[src/rtl/risc_pkg.sv]
// Shared core constants for the integer pipeline: datapath widths, the indices of the
// write-back requesters, and the width of the arbiter's saturating wait counter.
package risc_pkg;

  localparam int unsigned XLEN       = 32;
  localparam int unsigned REG_ADDR_W = 5;

  localparam int unsigned REQ_EX  = 0;
  localparam int unsigned REQ_LSU = 1;
  localparam int unsigned REQ_MDU = 2;

  localparam int unsigned WAIT_CNT_W = 3;

  // Increment that sticks at the all-ones value instead of wrapping.
  function automatic logic [WAIT_CNT_W-1:0] sat_inc(input logic [WAIT_CNT_W-1:0] c);
    return (&c) ? c : c + WAIT_CNT_W'(1);
  endfunction

endpackage

[src/rtl/wb_arb_pick.sv]
// Write-back grant selector. This block is purely combinational.
// An aged requester with the largest wait count wins, and on a tie the lowest index wins.
// If no requester is aged, the lowest valid index wins.
module wb_arb_pick
  import risc_pkg::*;
#(
  parameter int unsigned NREQ         = 3,
  parameter int unsigned STARVE_LIMIT = 4
) (
  input  logic [NREQ-1:0]            valid_i,
  input  logic [NREQ*WAIT_CNT_W-1:0] cnt_i,
  output logic [NREQ-1:0]            grant_o
);

  logic                  found_aged;
  logic                  found_fixed;
  logic [WAIT_CNT_W-1:0] best_cnt;
  logic [NREQ-1:0]       aged_gnt;
  logic [NREQ-1:0]       fixed_gnt;

  always_comb begin
    grant_o     = '0;
    found_aged  = 1'b0;
    found_fixed = 1'b0;
    best_cnt    = '0;
    aged_gnt    = '0;
    fixed_gnt   = '0;
    for (int i = 0; i < int'(NREQ); i++) begin
      // Strict '>' keeps the earlier (lower) index on equal counts.
      if (valid_i[i] && (32'(cnt_i[i*WAIT_CNT_W +: WAIT_CNT_W]) >= STARVE_LIMIT) &&
          (!found_aged || (cnt_i[i*WAIT_CNT_W +: WAIT_CNT_W] > best_cnt))) begin
        found_aged  = 1'b1;
        best_cnt    = cnt_i[i*WAIT_CNT_W +: WAIT_CNT_W];
        aged_gnt    = '0;
        aged_gnt[i] = 1'b1;
      end
      if (valid_i[i] && !found_fixed) begin
        found_fixed  = 1'b1;
        fixed_gnt[i] = 1'b1;
      end
    end
    grant_o = found_aged ? aged_gnt : fixed_gnt;
  end

endmodule

[src/rtl/wb_arbiter.sv]
// Register-file write-back arbiter. It accepts at most one requester per cycle.
// Grant selection is fixed priority with aging. The write port is driven from registers one cycle after acceptance.
module wb_arbiter
  import risc_pkg::*;
#(
  parameter int unsigned NREQ         = 3,
  parameter int unsigned STARVE_LIMIT = 4
) (
  input  logic                       clk,
  input  logic                       rst,
  input  logic [NREQ-1:0]            req_valid_i,
  input  logic [NREQ*REG_ADDR_W-1:0] req_waddr_i,
  input  logic [NREQ*XLEN-1:0]       req_wdata_i,
  output logic [NREQ-1:0]            req_ready_o,
  input  logic                       hold_i,
  output logic                       reg_wen_o,
  output logic [REG_ADDR_W-1:0]      reg_waddr_o,
  output logic [XLEN-1:0]            reg_wdata_o
);

  logic [NREQ-1:0][WAIT_CNT_W-1:0] cnt_q, cnt_d;
  logic [NREQ-1:0]                 pick_valid;
  logic [NREQ-1:0]                 grant;
  logic [NREQ-1:0]                 accept;
  logic                            xfer;
  logic [REG_ADDR_W-1:0]           sel_addr;
  logic [XLEN-1:0]                 sel_data;
  logic                            wen_q, wen_d;
  logic [REG_ADDR_W-1:0]           waddr_q, waddr_d;
  logic [XLEN-1:0]                 wdata_q, wdata_d;

  assign pick_valid = hold_i ? '0 : req_valid_i;

  wb_arb_pick #(
    .NREQ         (NREQ),
    .STARVE_LIMIT (STARVE_LIMIT)
  ) u_pick (
    .valid_i (pick_valid),
    .cnt_i   (cnt_q),
    .grant_o (grant)
  );

  // Ready is gated by reset so that it drops asynchronously together with the state.
  assign req_ready_o = rst ? grant : '0;
  assign accept      = req_valid_i & req_ready_o;
  assign xfer        = |accept;

  always_comb begin
    sel_addr = '0;
    sel_data = '0;
    cnt_d    = cnt_q;
    for (int i = 0; i < int'(NREQ); i++) begin
      if (grant[i]) begin
        sel_addr = req_waddr_i[i*REG_ADDR_W +: REG_ADDR_W];
        sel_data = req_wdata_i[i*XLEN +: XLEN];
      end
      // Counters keep running during hold, so a requester's age is preserved across it.
      cnt_d[i] = (!req_valid_i[i] || accept[i]) ? '0 : sat_inc(cnt_q[i]);
    end
    wen_d   = xfer && (sel_addr != '0);
    waddr_d = xfer ? sel_addr : waddr_q;
    wdata_d = xfer ? sel_data : wdata_q;
  end

  always_ff @(posedge clk or negedge rst) begin
    if (!rst) begin
      cnt_q   <= '0;
      wen_q   <= 1'b0;
      waddr_q <= '0;
      wdata_q <= '0;
    end else begin
      cnt_q   <= cnt_d;
      wen_q   <= wen_d;
      waddr_q <= waddr_d;
      wdata_q <= wdata_d;
    end
  end

  assign reg_wen_o   = wen_q;
  assign reg_waddr_o = waddr_q;
  assign reg_wdata_o = wdata_q;

endmodule

[config.mk]
export PLATFORM = sky130hd
export DESIGN_NAME = wb_arbiter
export DESIGN_NICKNAME = d
export VERILOG_FILES = /design/src/rtl/risc_pkg.sv /design/src/rtl/wb_arb_pick.sv /design/src/rtl/wb_arbiter.sv
export SDC_FILE = /design/constraint.sdc
export NUM_CORES = 1
export LEC_CHECK = 0
export BUFFER_PORTS_ARGS = -buffer_cell sky130_fd_sc_hd__buf_2
export CORE_MARGIN = 2
export CORE_UTILIZATION = 46
export CTS_BUF_LIST = sky130_fd_sc_hd__clkbuf_8
export DETAILED_ROUTE_END_ITERATION = 8
export PLACE_DENSITY = 0.83
export SETUP_SLACK_MARGIN = 0.15
export SYNTH_ARGS = -nofsm -noshare
export SYNTH_HDL_FRONTEND = slang
export SYNTH_SLANG_ARGS = --single-unit
[constraint.sdc]
create_clock -name clk -period 6.52 [get_ports clk]
set_input_delay 1.304 -clock clk [delete_from_list [all_inputs] [get_ports clk]]
set_output_delay 1.304 -clock clk [all_outputs]
set_load 0.005 [all_outputs]
==> flow_metrics.tcl, run 1 <==
set metrics [dict create \
    grt_busiest_layer "met2" \
    status "complete, no violations" \
    hpwl_um 6160 \
    synth-main-ff-cell "dfrtp_1" \
    maxCapViolCount 0 \
    grt_util_met1_pct 24.9 \
    finalCritPeriodShare_pct 88.4 \
    antenna_found_initial 0 \
    port_buffers 157 \
    timing.fmax_ghz 0.173 \
    synth_commonest_cells "dfrtp_1 (47), inv_1 (43), mux2i_1 (43)" \
    pin_count 158 \
    leakagePower_nw 2.13 \
    clkLatencyLatePin_ps 300 \
    critPathMaxFanout 7 \
    yosys_register_bits 47 \
    slew_headroom_pct 46.8 \
    arrival_ps 4460 \
    syn_inst 265 \
    tightest_slew_ps 798 \
    stdcell_area_mm2 0.00374 \
    cts_setup_buffers 0 \
    crit_type "primary input to output port" \
    fin_crit_ps 5770 \
    start_util_pct 47.9 \
    power_w 0.000854 \
    post_dp_cell_area_mm2 0.00365 \
    drive_gt1_share_pct 42.1 \
    cts.sinks 47 \
    use_met2_pct 41.9 \
    hp-class "flip-flop to flip-flop" \
    ant_nets 0 \
    required_ps 5220 \
    synth.top_cell.area_share_pct 41.2 \
    finalMaxSlewViolations 0 \
    cp-start-kind "primary input" \
    async_flop_share_pct 100 \
    synth-seq-area-share_pct 41.2 \
    cts_resized 0 \
    syn2layout_area_growth_pct 31.2 \
    core_area_mm2 0.00596 \
    wirelength_um 7680 \
    yosysMostFrequentCell "dfrtp_1" \
    setup_tns_ps 0 \
    rows 28 \
    post-route-util_pct 62.8 \
    finalNetCount 547 \
    cts_root_buf "clkbuf_8" \
    drt-initial-drc-count 202 \
    die_x_um 82.7 \
    yosysWarnings 0 \
    grt_pass1_vias 2572 \
    die_area_mm2 0.00684 \
    fill_cells 522 \
    p_per_area_mw_per_mm2 228 \
    grt.total_usage_pct 22.2 \
    gr-usage-met3_pct 3.70 \
    setup_viol 0 \
    num_antenna_cells 0 \
    clk_pin_slew_worst_paths_ps 70 \
    cts_tree "built" \
    synth_cell_types 45 \
    drc_errors 0 \
    synthTopCellsByArea "dfrtp_1 (41%), mux2i_1 (15%), a222oi_1 (12%)" \
    finClkSkew_ps 16.1 \
    peakVddDrop_mv 0.109 \
    grt_max_degree 38 \
    die_h_um 82.7 \
    synth_top_area_cell "dfrtp_1" \
    clk_path_buf_depth 2 \
    cts_buffers 5 \
    h-tree-depth 2 \
    dr.pass1.iters 6 \
    cts_hold_buf 0 \
    syn_area_per_cell_um2 10.8 \
    overflow 0 \
    vias 2743 \
    synth_edf_count 0 \
    syn_nets 394 \
    rsz0062_at_grt "no" \
    wl_per_cell_um 15.6 \
    final_hold_viol_count 0 \
    gp_congestion 0.919 \
    synth_area_mm2 0.00285 \
    grt_pass1_wl_um 11500 \
    cp-end-kind "output port" \
    via_per_inst 5.56 \
]
## worst max-delay path: stages
cell and delay (ps):
buf_2 130, and3b_1 340, and2_1 190, ha_1 230, a311oi_1 460, nand2_1 170, o31ai_1 130, a32oi_1 110
ha_1 310, and3b_1 170, o21ai_1 340, a21oi_1 210, nor2_4 120, and2_1 130, buf_2 110
## sequential cells by signal, indices dropped and copies added, names as in the netlist
register / flops
cnt_q: 9
reg_wen_o: 1
reg_waddr_o: 5
reg_wdata_o: 32
## routing by layer
metal	share of wire [%]	wire [um]
met5	0	0
met2	51	3900
met1	39	3030
met3	8.3	634
met4	1.6	121
## logic make-up (layout without fill, tap and decap cells)
family	after synthesis	in the layout	synth area share, %
adder cells (fa/ha/maj)	12	12	5.27
XOR/XNOR	3	3	0.922
multiplexers	43	43	15.1
flip-flops	47	47	41.2
AND/OR/NAND/NOR	38	38	7.68
buffers and inverters	60	213	10.3
AO/OA/AOI/OAI	62	62	19.5
## area by class of cell
type | count | area (um2) | share of cell area (%)
sequential | 47 | 1180 | 31.4
clock buffer | 6 | 82.6 | 2.21
inverter | 43 | 161 | 4.31
multi-input combinational | 158 | 1390 | 37.2
tap | 75 | 93.8 | 2.51
timing repair buffer | 163 | 831 | 22.2
clock inverter | 1 | 5.00 | 0.134
## placed cells by master, fill, tap and decap left out, types with 2 or more instances in the layout
cell type	n
buf_2	157
and2b_1	2
nor2b_1	5
a21oi_1	5
and2_1	6
o21ai_0	4
and3_1	3
mux2i_1	43
a222oi_1	35
nor2_1	6
clkbuf_8	6
inv_1	43
nand2_1	7
xnor2_1	2
buf_4	6
and3b_1	2
dfrtp_1	47
o22ai_1	2
a31oi_1	2
ha_1	12
## metrics by stage
| step | hold slack, ps | setup slack [ps] | cells |
|---|---|---|---|
| 2_1_floorplan | 518 | 1070 | 265 |
| 3_3_place_gp | 506 | 845 | 486 |
| 3_5_place_dp | 513 | 794 | 486 |
| 4_1_cts | 526 | 783 | 493 |
| 5_1_grt | 545 | 538 | 493 |
| 6_report | 521 | 754 | 493 |
## report_power, final
part	internal, W	total, W	switching (W)
clock network	0.0000833	0.000177	0.0000934
logic	0.000141	0.000278	0.000137
registers	0.000360	0.000399	0.0000394
total	0.000584	0.000854	0.000269
## path summary, 6_finish.rpt
path	from	to	slack, ps	cells after the start
worst max-delay path	hold_i	req_ready_o[1]	750	15
worst min-delay path	reg_wdata_o[5]	reg_wdata_o[5]	520	2
worst max register to register	cnt_q[2]	reg_wdata_o[4]	1980	15
worst min register to register	reg_wdata_o[5]	reg_wdata_o[5]	520	2
max in group asynchronous	rst	reg_wdata_o[4]	4780	2
min in group asynchronous	rst	cnt_q[0]	970	1
Note: power is estimated with default switching activity, not from simulation.
==> run 2, diff against run 1 <==
--- a/config.mk
+++ b/config.mk
@@ -8,3 +8,3 @@
 export BUFFER_PORTS_ARGS = -buffer_cell sky130_fd_sc_hd__buf_2
-export CORE_MARGIN = 2
+export CORE_MARGIN = 4
 export CORE_UTILIZATION = 46
--- a/constraint.sdc
+++ b/constraint.sdc
@@ -3,2 +3,2 @@
 set_output_delay 1.304 -clock clk [all_outputs]
-set_load 0.005 [all_outputs]
+set_load 0.1 [all_outputs]
==> run 2 against run 1 <==
Flip-flop and latch count did not move. Sequential share of layout area barely moved. Count of clock-buffer cells in the layout fell by 1. Worst hold slack got worse by 2.8 ps. Fmax fell by 4.2%. Critical path depth fell by 1. Register-to-register slack improved by 70 ps. First-iteration DRC count rose by 7.4%. Via count fell by 1.2%. Design area rose by 0.13%.
==> flow_metrics.tcl, run 2 (synthesis gave the netlist of run 1 again) <==
set metrics [dict create \
    hpwl_um 6000 \
    rr_worst_depth 16 \
    tightest_slew_ps 624 \
    wl_met2_um 3820 \
    port_buffers 157 \
    drive_gt1_share_pct 41.9 \
    fin_crit_ps 6020 \
    syn2layout_area_growth_pct 31.4 \
    dr.pass1.iters 8 \
    r2r_setup_slack_ps 2050 \
    route.met3.wl_um 829 \
    setup_viol 0 \
    die_area_mm2 0.00752 \
    finalNetCount 546 \
    cp-start-kind "primary input" \
    core_area_mm2 0.00596 \
    grt_pass1_vias 2778 \
    power.share.clock_pct 12.8 \
    grt_pass1_wl_um 12400 \
    finalMaxSlewViolations 0 \
    crit_type "primary input to output port" \
    num_antenna_cells 0 \
    drt-met1-wl_um 2970 \
    status "complete, no violations" \
    clk_path_buf_depth 2 \
    final_common_cell "buf_2" \
    slew_headroom_pct 58.4 \
    wirelength_um 7700 \
    antenna_found_initial 0 \
    cts_buffers 5 \
    peakVddDrop_mv 0.250 \
    whs_path_depth 2 \
    crit_chain "buf_2, and3b_1, and2_1, ha_1, a311oi_1, nand2_1, o31ai_1, a32oi_1, ha_1, and3b_1, o21ai_1, or2_2, and3_1, buf_2" \
    arrival_ps 4720 \
    h-tree-depth 2 \
    setup_tns_ps 0 \
    r2r-start "cnt_q[2]" \
    cts_root_buf "clkbuf_8" \
    slowest_delay_ps 460 \
    maxCapViolCount 0 \
    gp_congestion 0.871 \
    cts_resized 0 \
    p_seq_share_pct 29.9 \
    cts_setup_buffers 0 \
    clk_pin_slew_worst_paths_ps 90 \
    sw_frac_of_total_pct 56.6 \
    largest_reg_flops 32 \
    final_hold_viol_count 0 \
    crit_family "simple AND/OR/NAND/NOR gates" \
    hp-class "flip-flop to flip-flop" \
    p_int_w 0.000576 \
    cts_tree "built" \
    start_util_pct 47.9 \
    cts.sinks 47 \
    grt_max_degree 39 \
    critPathMaxFanout 7 \
    r2r-end "reg_wdata_o[9]" \
    grt.total_usage_pct 20.5 \
    rows 28 \
    p_sw_w 0.000750 \
    leakagePower_nw 2.12 \
    cts_hold_buf 0 \
    timing.fmax_ghz 0.166 \
    die_h_um 86.7 \
    layout_common_cells "buf_2 (156), dfrtp_1 (47), inv_1 (44), mux2i_1 (43), a222oi_1 (35)" \
    whs_ps 518 \
    via_per_inst 5.50 \
    finClkSkew_ps 13.8 \
    drc_errors 0 \
    drt-initial-drc-count 217 \
    hold_end "reg_wdata_o[20]" \
    finalCritPeriodShare_pct 92.4 \
    p_per_area_mw_per_mm2 354 \
    combPwrFrac_pct 57.2 \
    path_buf_inv 2 \
    overflow 0 \
    clkLatencyLatePin_ps 290 \
    top_layer "met4" \
    cp-end-kind "output port" \
    ant_nets 0 \
    wl_per_cell_um 15.6 \
    vias 2711 \
    fill_cells 521 \
    cp_slowest_cell "a311oi_1" \
    required_ps 5220 \
    rsz0062_at_grt "no" \
    pin_count 158 \
    die_x_um 86.7 \
    min_from "reg_wdata_o[20]" \
]
## run 2: cell count changes in the layout (fill, tap and decap cells not counted)
cell        change
buf_12          +1
buf_2           -1
buf_4           -1
clkbuf_8        -1
clkinvlp_4      +1
inv_1           +1
## run 2: cell type report
cell class	instances	area, um2	share of cell area, %
sequential	47	1180	31.4
timing repair buffer	162	838	22.4
tap	75	93.8	2.51
clock inverter	3	16.3	0.434
clock buffer	5	68.8	1.84
inverter	43	161	4.31
multi-input combinational	158	1390	37.1
## run 2: worst max-delay path by stage
stage | from | end | slack, ps | cells past startpoint
floorplan | req_valid_i[0] | req_ready_o[1] | 440 | 16
global placement | hold_i | req_ready_o[0] | 590 | 14
detailed placement | hold_i | req_ready_o[0] | 540 | 14
CTS | hold_i | req_ready_o[0] | 550 | 14
global route | hold_i | req_ready_o[0] | 240 | 14
finish | hold_i | req_ready_o[0] | 500 | 14
## run 2: stage by stage
stage | total power, W | utilization (%) | instances | setup WS [ps] | area (um2)
floorplan | 0.00102 | - | 265 | 439 | 2850
global placement | 0.00115 | 61.5 | 485 | 591 | 3660
detailed placement | 0.00117 | 61.5 | 485 | 543 | 3660
CTS | 0.00134 | 62.9 | 493 | 545 | 3750
global route | 0.00139 | 62.9 | 493 | 241 | 3750
finish | 0.00133 | 62.9 | 493 | 498 | 3750
## run 2: worst min-delay path, delay by kind of cell (launching register included)
kind	cells	cell delay (ps)
buf+inv	1	50
mux	1	50
flops	1	380
## run 2: routing by layer
metal  vias to the layer above  GRT usage [%]
li1                       1303              -
met4                         0           5.67
met1                      1253           24.4
met3                         6           3.04
met5                         -              0
met2                       149           38.2
## run 2: power by group through the flow
stage	registers [W]	clock network (W)	logic (W)
2_1_floorplan	0.000871	0	0.000148
3_3_place_gp	0.000401	0	0.000754
3_5_place_dp	0.000402	0	0.000765
4_1_cts	0.000398	0.000178	0.000765
5_1_grt	0.000407	0.000185	0.000797
6_report	0.000397	0.000170	0.000759
==> run 3, diff against run 2 <==
Settings changed: RECOVER_POWER set to 25.
==> run 3 against run 2 <==
Count of clock-buffer cells in the layout did not move. The flow now finishes with violations (max-capacitance violations, max-slew violations). Flip-flop and latch count did not move. Power barely moved. Wire length rose by 0.44%.
==> flow_metrics.tcl, run 3 (synthesis gave the netlist of run 1 again) <==
set metrics [dict create \
    finClkSkew_ps 14.9 \
    instances_no_fill 493 \
    gp_congestion 0.871 \
    tightest_slew_ps 1540 \
    fin_crit_ps 6020 \
    peakVddDrop_mv 0.250 \
    grt_max_degree 39 \
    slowest_delay_ps 460 \
    wl_per_cell_um 15.7 \
    hpwl_um 6000 \
    slew_headroom_pct -2.67 \
    finalMaxSlewViolations 29 \
    status "finished, violations left" \
    crit_type "primary input to output port" \
    required_ps 5220 \
    cp_slowest_cell "a311oi_1" \
    cts_setup_buffers 0 \
    finalCritPeriodShare_pct 92.4 \
    rows 28 \
    setup_tns_ps 0 \
    setup_viol 0 \
    cts_tree "built" \
    antenna_found_initial 0 \
    die_area_mm2 0.00752 \
    cts_resized 0 \
    critPathMaxFanout 7 \
    ant_nets 0 \
    core_area_mm2 0.00596 \
    path_buf_inv 2 \
    final_common_cell "buf_2" \
    grt.total_usage_pct 20.5 \
    cp-start-kind "primary input" \
    hp-class "flip-flop to flip-flop" \
    drive_gt1_share_pct 41.4 \
    finalNetCount 546 \
    cts_root_buf "clkbuf_8" \
    clkLatencyLatePin_ps 300 \
    crit_family "simple AND/OR/NAND/NOR gates" \
    grt_pass1_wl_um 12400 \
    die_h_um 86.7 \
    clk_path_buf_depth 2 \
    largest_reg_flops 32 \
    leakagePower_nw 2.12 \
    h-tree-depth 2 \
    wirelength_um 7740 \
    cp-end-kind "output port" \
    cts_hold_buf 0 \
    violations "max-capacitance violations, max-slew violations" \
    clk_pin_slew_worst_paths_ps 90 \
    start_util_pct 47.9 \
    maxCapViolCount 1 \
    dpl.cell_count 485 \
    cts.sinks 47 \
    via_per_inst 5.52 \
    crit_chain "buf_2, and3b_1, and2_1, ha_1, a311oi_1, nand2_1, o31ai_1, a32oi_1, ha_1, and3b_1, o21ai_1, or2_2, and3_1, buf_2" \
    grt_pass1_vias 2778 \
    dr.pass1.iters 7 \
    die_x_um 86.7 \
    cts_buffers 5 \
    pin_count 158 \
    port_buffers 157 \
    final_hold_viol_count 0 \
    post-route-util_pct 62.8 \
    layout_common_cells "buf_2 (155), dfrtp_1 (47), inv_1 (44), mux2i_1 (43), a222oi_1 (35)" \
    p_per_area_mw_per_mm2 355 \
    overflow 0 \
    rsz0062_at_grt "no" \
    arrival_ps 4720 \
    num_antenna_cells 0 \
    syn2layout_area_growth_pct 31.2 \
    drt-initial-drc-count 213 \
    vias 2719 \
    timing.fmax_ghz 0.166 \
    drc_errors 0 \
]
==> run 3: cell types whose count changed in the layout (fill, tap and decap cells not counted) <==
cell	before	now
buf_2	156	155
buf_4	5	4
clkbuf_1	0	2
==> run 3: per-stage QoR <==
| stage | power (W) | cell area, um2 | hold slack (ps) | setup slack, ps |
|---|---|---|---|---|
| CTS | 0.00134 | 3750 | 525 | 545 |
| finish | 0.00133 | 3740 | 518 | 498 |
| global placement | 0.00115 | 3660 | 506 | 591 |
| detailed placement | 0.00117 | 3660 | 511 | 543 |
| floorplan | 0.00102 | 2850 | 523 | 439 |
| global route | 0.00139 | 3740 | 544 | 235 |
==> run 3: where the power goes <==
part | total [W] | internal [W] | switching, W | leakage [nW]
combinational | 0.000758 | 0.000142 | 0.000616 | 1.46
clock | 0.000171 | 0.0000736 | 0.0000972 | 0.0453
sequential | 0.000397 | 0.000360 | 0.0000376 | 0.611
==> run 3: metal layers <==
metal	GRT usage, %	vias up	share of wire (%)
met5	0	-	0
met4	5.67	0	1.0
met3	3.04	6	10
met2	38.2	140	49
met1	24.4	1272	40
li1	-	1301	-
==> run 3: layout make-up <==
type                            count  area [um2]
Tap cell                           75        93.8
Timing Repair Buffer              162         833
Inverter                           43         161
Sequential cell                    47        1180
Fill cell                         524        2210
Clock inverter                      3        16.3
Clock buffer                        5        68.8
Multi-Input combinational cell    158        1390
==> run 3: worst register-to-register path, cell delays in order, from the launching register on <==
cell      delay (ps)
dfrtp_1          420
and3b_1          250
and2_1           200
ha_1             280
a311oi_1         460
nand2_1          170
o31ai_1          120
a32oi_1          120
ha_1             320
and3b_1          150
o21ai_1          150
a21oi_1          340
nor2_4            40
buf_4            270
o31ai_4          250
buf_4            540
mux2i_1          300
==> run 3: path summary, 6_finish.rpt <==
kind	startpoint	end	slack, ps	depth (start not counted)
max reg2reg	cnt_q[2]	reg_wdata_o[9]	2050	16
min in group asynchronous	rst	reg_waddr_o[1]	1240	1
min reg2reg	reg_wdata_o[20]	reg_wdata_o[20]	520	2
max	hold_i	req_ready_o[0]	500	14
max in group asynchronous	rst	reg_wdata_o[6]	3250	2
min	reg_wdata_o[20]	reg_wdata_o[20]	520	2
